--- src/rtl/muldiv_ctrl.sv ---
// muldiv_ctrl: multi-cycle multiply/divide sequencer that owns HI/LO.
//   Iterative MULT/MULTU/DIV/DIVU, one bit per cycle (IDLE -> CALC -> FIX).
//   MFHI/MFLO read HI/LO combinationally; MTHI/MTLO write at the accepting edge.
// Ports:
//   clk, nrst            rising-edge clock, synchronous active-low reset
//   i_EX_ctrl_MDStart    HI/LO-class instruction present in EX
//   i_EX_ctrl_MDOp       0 MULT 1 MULTU 2 DIV 3 DIVU 4 MFHI 5 MFLO 6 MTHI 7 MTLO
//   i_EX_data_A/B        rs / rt operands
//   o_EX_data_MDOut      HI for MFHI, LO for MFLO, else 0
//   o_EX_ctrl_Stall      HI/LO-class instruction in EX while busy
//   o_EX_ctrl_Busy       operation in flight
//   o_EX_ctrl_Done       one-cycle pulse after HI/LO written by mul/div
//   o_EX_ctrl_DivZero    pulses with Done when the divisor was zero
module muldiv_ctrl #(
  parameter int unsigned WIDTH = 32,
  parameter int unsigned CNT_W = 6
) (
  input  logic             clk,
  input  logic             nrst,
  input  logic             i_EX_ctrl_MDStart,
  input  logic [2:0]       i_EX_ctrl_MDOp,
  input  logic [WIDTH-1:0] i_EX_data_A,
  input  logic [WIDTH-1:0] i_EX_data_B,
  output logic [WIDTH-1:0] o_EX_data_MDOut,
  output logic             o_EX_ctrl_Stall,
  output logic             o_EX_ctrl_Busy,
  output logic             o_EX_ctrl_Done,
  output logic             o_EX_ctrl_DivZero
);

  typedef enum logic [1:0] {ST_IDLE, ST_CALC, ST_FIX} state_e;

  state_e               state_q, state_d;
  logic [WIDTH-1:0]     hi_q, hi_d, lo_q, lo_d;
  logic [2*WIDTH-1:0]   acc_q, acc_d;
  logic [WIDTH-1:0]     a_q, a_d, b_q, b_d;
  logic [CNT_W-1:0]     cnt_q, cnt_d;
  logic                 sa_q, sa_d, sb_q, sb_d;
  logic                 is_div_q, is_div_d, dz_q, dz_d;
  logic                 done_q, done_d, divz_q, divz_d;

  logic                 sgn_op;
  logic [WIDTH:0]       sum;
  logic [2*WIDTH:0]     ext;
  logic [WIDTH:0]       rem_sh, rem_sub;
  logic [2*WIDTH-1:0]   prod;
  logic [WIDTH-1:0]     quo, rem;

  always_comb begin
    state_d  = state_q;
    hi_d     = hi_q;
    lo_d     = lo_q;
    acc_d    = acc_q;
    a_d      = a_q;
    b_d      = b_q;
    cnt_d    = cnt_q;
    sa_d     = sa_q;
    sb_d     = sb_q;
    is_div_d = is_div_q;
    dz_d     = dz_q;
    done_d   = 1'b0;
    divz_d   = 1'b0;
    sgn_op   = 1'b0;
    sum      = '0;
    ext      = '0;
    rem_sh   = '0;
    rem_sub  = '0;
    prod     = '0;
    quo      = '0;
    rem      = '0;

    unique case (state_q)
      ST_IDLE: begin
        if (i_EX_ctrl_MDStart) begin
          unique case (i_EX_ctrl_MDOp)
            3'd0, 3'd1, 3'd2, 3'd3: begin
              sgn_op   = ~i_EX_ctrl_MDOp[0];
              sa_d     = sgn_op & i_EX_data_A[WIDTH-1];
              sb_d     = sgn_op & i_EX_data_B[WIDTH-1];
              a_d      = sa_d ? -i_EX_data_A : i_EX_data_A;
              b_d      = sb_d ? -i_EX_data_B : i_EX_data_B;
              is_div_d = i_EX_ctrl_MDOp[1];
              dz_d     = i_EX_ctrl_MDOp[1] && (i_EX_data_B == '0);
              acc_d    = '0;
              cnt_d    = '0;
              state_d  = ST_CALC;
            end
            3'd6:    hi_d = i_EX_data_A;
            3'd7:    lo_d = i_EX_data_A;
            default: ;
          endcase
        end
      end

      ST_CALC: begin
        if (!is_div_q) begin
          // Shift-add: add multiplicand into upper half, then shift the
          // whole product (with carry) right; multiplier consumed LSB-first.
          sum   = {1'b0, acc_q[2*WIDTH-1:WIDTH]} + (b_q[0] ? {1'b0, a_q} : '0);
          ext   = {sum, acc_q[WIDTH-1:0]};
          acc_d = ext[2*WIDTH:1];
          b_d   = b_q >> 1;
        end else begin
          // Restoring divide: acc = {remainder, quotient}; dividend bits
          // are shifted out of a_q MSB-first.
          rem_sh = {acc_q[2*WIDTH-1:WIDTH], a_q[WIDTH-1]};
          if (rem_sh >= {1'b0, b_q}) begin
            rem_sub = rem_sh - {1'b0, b_q};
            acc_d   = {rem_sub[WIDTH-1:0], acc_q[WIDTH-2:0], 1'b1};
          end else begin
            acc_d   = {rem_sh[WIDTH-1:0], acc_q[WIDTH-2:0], 1'b0};
          end
          a_d = a_q << 1;
        end
        cnt_d = cnt_q + 1'b1;
        if (cnt_q == CNT_W'(WIDTH-1)) state_d = ST_FIX;
      end

      ST_FIX: begin
        if (!is_div_q) begin
          prod = (sa_q ^ sb_q) ? -acc_q : acc_q;
          hi_d = prod[2*WIDTH-1:WIDTH];
          lo_d = prod[WIDTH-1:0];
        end else begin
          quo  = acc_q[WIDTH-1:0];
          rem  = acc_q[2*WIDTH-1:WIDTH];
          lo_d = (sa_q ^ sb_q) ? -quo : quo;
          hi_d = sa_q ? -rem : rem;
        end
        done_d  = 1'b1;
        divz_d  = is_div_q & dz_q;
        state_d = ST_IDLE;
      end

      default: state_d = ST_IDLE;
    endcase
  end

  always_ff @(posedge clk) begin
    if (!nrst) begin
      state_q  <= ST_IDLE;
      hi_q     <= '0;
      lo_q     <= '0;
      acc_q    <= '0;
      a_q      <= '0;
      b_q      <= '0;
      cnt_q    <= '0;
      sa_q     <= 1'b0;
      sb_q     <= 1'b0;
      is_div_q <= 1'b0;
      dz_q     <= 1'b0;
      done_q   <= 1'b0;
      divz_q   <= 1'b0;
    end else begin
      state_q  <= state_d;
      hi_q     <= hi_d;
      lo_q     <= lo_d;
      acc_q    <= acc_d;
      a_q      <= a_d;
      b_q      <= b_d;
      cnt_q    <= cnt_d;
      sa_q     <= sa_d;
      sb_q     <= sb_d;
      is_div_q <= is_div_d;
      dz_q     <= dz_d;
      done_q   <= done_d;
      divz_q   <= divz_d;
    end
  end

  always_comb begin
    o_EX_data_MDOut = '0;
    if (i_EX_ctrl_MDStart) begin
      if (i_EX_ctrl_MDOp == 3'd4)      o_EX_data_MDOut = hi_q;
      else if (i_EX_ctrl_MDOp == 3'd5) o_EX_data_MDOut = lo_q;
    end
  end

  assign o_EX_ctrl_Busy    = (state_q != ST_IDLE);
  assign o_EX_ctrl_Stall   = i_EX_ctrl_MDStart && o_EX_ctrl_Busy;
  assign o_EX_ctrl_Done    = done_q;
  assign o_EX_ctrl_DivZero = divz_q;

endmodule

--- config.mk ---
export PLATFORM = sky130hd
export DESIGN_NAME = muldiv_ctrl
export DESIGN_NICKNAME = d
export VERILOG_FILES = /design/src/rtl/muldiv_ctrl.sv
export SDC_FILE = /design/constraint.sdc
export NUM_CORES = 1
export LEC_CHECK = 0
export ABC_AREA = 1
export CAP_MARGIN = 20
export CORE_UTILIZATION = 45
export DETAILED_ROUTE_END_ITERATION = 10
export MAX_ROUTING_LAYER = met4
export PLACE_DENSITY = 0.68
export SLEW_MARGIN = 20
export SYNTH_ARGS = -nofsm -noshare
export SYNTH_HDL_FRONTEND = slang
export SYNTH_SLANG_ARGS = --single-unit
export TNS_END_PERCENT = 50
--- constraint.sdc ---
create_clock -name clk -period 3.1 [get_ports clk]
set_input_delay 0.775 -clock clk [delete_from_list [all_inputs] [get_ports clk]]
set_output_delay 0.775 -clock clk [all_outputs]
set_load 0.005 [all_outputs]
==> Word-level counts from Yosys, hierarchy flattened <==
Index checks and enable logic that the tools add are counted.
{ "totals": {"regBits": 206, "inputBits": 70, "out_inout_bits": 36, "wordCells": 99} }
{ "op_classes": {"n_addsub": 8, "magnitude_cmp": 1, "eq_ne": 17, "muxes": 38, "n_bitwise": 5, "n_reduce_logical": 17} }
{ "op_table": {"columns": ["cell", "n"], "rows": [
  ["two-way mux 32 bit", 20],
  ["two-way mux 64 bit", 5],
  ["case mux 32 bit (2 select lines)", 4],
  ["negator 32 bit", 4],
  ["case mux 64 bit (2 select lines)", 1],
  ["negator 64 bit", 1],
  ["adder 32 x 32 -> 33 bit", 1],
  ["greater-or-equal comparator 33 x 32 -> 1 bit", 1],
  ["logical NOT 32 bit", 1],
  ["subtractor 32 bit", 1],
  ["AND reduction 3 bit", 5],
  ["== test 3 bit, second input constant", 4],
  ["two-way mux 6 bit", 2],
  ["case mux 6 bit (2 select lines)", 1],
  ["inequality test 2 bit, second input constant", 4],
  ["AND reduction 4 bit", 2],
  ["adder 6 x 1 -> 6 bit, second input constant", 1],
  ["== test 3 x 2 -> 1 bit, second input constant", 2],
  ["== test 6 x 5 -> 1 bit, second input constant", 1],
  ["two-way mux 2 bit", 3],
  ["inequality test 2 x 1 -> 1 bit, second input constant", 3],
  ["nonzero test 2 bit", 3],
  ["case mux 2 bit (2 select lines)", 1],
  ["OR reduction 4 bit", 1],
  ["other kinds (11)", 14]
]} }

==> Longest topological paths before layout <==
{ "logic_depth": {"depth_word": 6, "mapped_depth": 20, "ltp_nobuf": 19} }

==> Worst setup path after synthesis <==
Ideal clock, no wire load.
{ "synth_path": {"kind": "in2out", "from": "input i_EX_ctrl_MDOp[2]", "to": "output o_EX_data_MDOut[10]", "arrival_time_ns": 1.671, "path_slack_ns": 0.654, "cell_stages": 6, "path_buffers": 2, "path_cell_list": "clkbuf_1 > nand2_1 > inv_2 > clkbuf_1 > nand3_1 > a21oi_1"} }
{ "synth_via": {"elab_chain_cells": 4, "elab_cells_between_ends": 5, "classes_between": "2 x eq/ne; 3 x mux"} }
{ "synth_lines": {"columns": ["item", "line", "rtl"], "rows": [
  ["start, declared", "21", "input logic [2:0] i_EX_ctrl_MDOp,"],
  ["== test 3 bit", "175", "else if (i_EX_ctrl_MDOp == 3'd5) o_EX_data_MDOut = lo_q;"],
  ["two-way mux 32 bit", "175", null],
  ["two-way mux 32 bit *", "174", "if (i_EX_ctrl_MDOp == 3'd4) o_EX_data_MDOut = hi_q;"],
  ["two-way mux 32 bit *", "173", "if (i_EX_ctrl_MDStart) begin"],
  ["end, declared", "24", "output logic [WIDTH-1:0] o_EX_data_MDOut,"]
]} }
Mark *: on every way between the ends. The rest lies on a longest branch, timed or not.

==> Worst setup path after layout <==
{ "layout_path": {"from": "input i_EX_ctrl_MDOp[1]", "to": "output o_EX_data_MDOut[31]"} }
The elaborated chain is that of the path after synthesis.

==> impl_metrics.yaml <==
run_status:
  status: "finished with violations"
  failed_checks: "DRC"
critical_path:
  crit_chain: "dlygate4sd2_1, inv_4, bufbuf_16, nand3_1, a21oi_1, clkdlybuf4s50_1"
  worstPathRequired_ps: 2320
  slowest_delay_ps: 520
  worstSetupEndpointType: "primary output"
  slowest_stage: "clkdlybuf4s50_1"
  cp_max_fo: 17
  path_buf_inv: 4
  crit_arrival_ps: 2230
  crit_family: "buffers and inverters"
  cp-start-kind: "input pin"
  path_class: "in -> out"
grt:
  grt_pass1_vias: 20800
  grt-ovfl-total: 0
  grt_max_degree: 100
  grt_use_total_pct: 38.9
  grt_pass1_wl_um: 121000
  antenna_found_initial: 0
sta:
  rsz0062_at_grt: "false"
  fmaxAchievable_mhz: 333
  min_period_ps: 3010
  setup_tns_ps: 0
  whs_ps: 465
  finalHoldViolCount: 0
  setup_viol: 0
  relSlewSlack_pct: 30.9
  drv_slew: 0
  final.period_utilization_pct: 97.0
  tightest_slew_ps: 1040
  finalClockSkew_ps: 35.5
finish:
  diodes: 0
  layout.nets: 3532
  n_fill_cell: 4266
  drive_gt1_share_pct: 7.42
  area_delta_synth_final_pct: 16.1
clock_tree:
  clkTransAtPathRegs_ps: 60
  cts_tree: "done"
  clock_sinks: 206
  cts_buffers: 25
  cts.htree.levels: 1
  clk_latency_ps: 580
  clock_path_buffers: 3
  cts_hold_buf: 0
  root_buffer: "clkbuf_16"
place:
  numPortBuffers: 105
  dp_hpwl_um: 66400
  gp_congestion: 1.04
floorplan:
  die_w_um: 207
  dieArea_mm2: 0.0427
  ios: 106
  start_util_pct: 45.9
  die_height_um: 207
  design.core.area_mm2: 0.0410
  std_cell_rows: 74
route:
  vias: 22700
  firstDrtPassIters: 9
  drtIter0Drc: 2440
  routed_wirelength_um: 82500
  antenna_left: 0
  drc: 5
  routedWlPerCell_um: 20.9
  viasPerCell: 5.76
yosys:
  synth_nets: 3423
  syn_avg_cell_area_um2: 5.74
  syn_inst: 3281
  ys_types: 51
  netlist_area_mm2: 0.0188
  synth_seq_cells: 206
  synth_seq_area_share_pct: 21.9
  synth-async-reset-ratio_pct: 0
  synth-main-ff-cell: "dfxtp_1"
  yosysWarnings: 0
  synth-edff-count: 0
pwr:
  ir_drop_v: 0.000305
  swShare_pct: 38.6
  internal-power_uw: 5350
  pwr-share-clk_pct: 33.9
  p_leak_uw: 0.0102
  power.density_mw_per_mm2: 399
  power_frac_seq_pct: 32.7
  combinationalPowerShare_pct: 33.4
  p_switching_uw: 3360
hold_path:
  hold_path_class: "reg -> reg"
job:
  drv_cap: 0
final timing paths:
path | endpoint | slack [ps] | start | cells past startpoint
max | o_EX_data_MDOut[31] | 90 | i_EX_ctrl_MDOp[1] | 6
min | b_q[13]$_SDFFE_PN0P_ | 460 | b_q[13]$_SDFFE_PN0P_ | 2
max reg2reg | acc_q[58]$_SDFFE_PN0P_ | 270 | b_q[0]$_SDFFE_PN0P_ | 17
min reg2reg | b_q[13]$_SDFFE_PN0P_ | 460 | b_q[13]$_SDFFE_PN0P_ | 2
cells in the mapped netlist, types with 16 or more instances:
| cell | number | area [um2] |
|---|---|---|
| xor2_1 | 54 | 473 |
| a22oi_1 | 31 | 233 |
| clkbuf_1 | 96 | 360 |
| nand3b_1 | 16 | 120 |
| nand3_1 | 255 | 1280 |
| nor2_1 | 378 | 1420 |
| nand2_1 | 957 | 3590 |
| buf_2 | 19 | 95.1 |
| nand4_1 | 59 | 369 |
| a31oi_1 | 18 | 113 |
| buf_1 | 17 | 63.8 |
| ha_1 | 70 | 876 |
| dfxtp_1 | 206 | 4120 |
| nor3_1 | 29 | 145 |
| xnor2_1 | 21 | 184 |
| a21oi_1 | 308 | 1540 |
| o221ai_1 | 16 | 140 |
| o21ai_0 | 178 | 891 |
| inv_1 | 364 | 1370 |
| o211ai_1 | 32 | 240 |
cells by family after synthesis:
logic type | count (synthesis) | synth area share, %
flops | 206 | 21.9
simple gates | 1751 | 39.0
buf+inv | 520 | 10.8
fa+ha+maj | 72 | 4.86
xor+xnor | 75 | 3.49
compound gates | 657 | 19.9
worst reg2reg max path: stages, from the launching register on:
cell	delay [ps]
dfxtp_1	480
buf_4	230
nand2_1	60
inv_1	70
ha_1	280
a21oi_1	270
inv_1	70
nor2_1	190
nand2_1	170
nand2_1	90
nand2_1	140
nand2_1	130
nand2_1	60
nand2_1	60
nand3_1	120
nand2_1	150
nand2_1	70
a21oi_1	120
what timing repair did:
action,4_1_cts,5_1_grt
buffers inserted,0,2
endpoints found under the setup margin,32,10
cloned,2,0
gates resized for setup,9,9
flip-flops by register name, indices dropped and copies added (netlist names):
| register | flops |
|---|---|
| lo_q | 32 |
| a_q | 32 |
| sa_q | 1 |
| o_EX_ctrl_DivZero | 1 |
| b_q | 32 |
| cnt_q | 6 |
| acc_q | 64 |
| dz_q | 1 |
| state_q | 2 |
| o_EX_ctrl_Done | 1 |
| sb_q | 1 |
| hi_q | 32 |
| is_div_q | 1 |
power by group through the flow:
stage	combinational [uW]	sequential [uW]	clock [uW]
3_5_place_dp	2830	2910	0
6_report	2910	2850	2950
5_1_grt	3170	2860	3070
3_3_place_gp	2810	2910	0
4_1_cts	2860	2850	2950
2_1_floorplan	1890	2880	0
cell usage in the layout, fill, tap and decap left out, drive strengths merged, types with 9 or more instances in the layout:
master | synthesis | final
dfxtp | 206 | 206
xnor2 | 21 | 21
or2 | 9 | 9
nor2 | 398 | 398
nand4 | 60 | 60
nor3 | 29 | 29
clkbuf | 96 | 33
a31oi | 18 | 18
clkinv | 4 | 11
nand2 | 968 | 968
buf | 41 | 114
a21oi | 320 | 320
nand3b | 16 | 16
clkdlybuf4s50 | 0 | 94
a22oi | 31 | 31
o21bai | 11 | 11
o211ai | 40 | 40
inv | 379 | 382
xor2 | 54 | 54
o21ai | 192 | 192
ha | 70 | 70
nand3 | 258 | 258
o221ai | 16 | 16
metrics by stage:
| step | utilization [%] | total power (uW) | setup slack, ps | cell area [um2] | instances |
|---|---|---|---|---|---|
| floorplan | - | 4760 | 654 | 18800 | 3281 |
| global placement | 51.1 | 5710 | -76.9 | 20900 | 3891 |
| detailed placement | 51.1 | 5740 | -99.1 | 20900 | 3891 |
| CTS | 53.2 | 8660 | 26.0 | 21800 | 3938 |
| global route | 53.3 | 9100 | 19.6 | 21900 | 3940 |
| finish | 53.3 | 8720 | 92.8 | 21900 | 3940 |
routing by layer:
layer / wire (um) / GRT usage, % / vias to the layer above
li1: - / - / 11000
met1: 32900 / 46.1 / 10500
met2: 38100 / 63.0 / 988
met3: 5630 / 4.38 / 217
met4: 5910 / 24.0 / 0
met5: 0 / - / -
cell type report:
type                       instances  area (um2)  share of cell area (%)
tap                              532         666                    3.05
sequential                       206        4120                    18.9
multi-input combinational       2555       12700                    58.1
timing repair buffer             219        2110                    9.63
clock buffer                      33         696                    3.18
inverter                         383        1450                    6.61
clock inverter                    12         114                   0.521
Note: power is estimated with default switching activity, not from simulation.
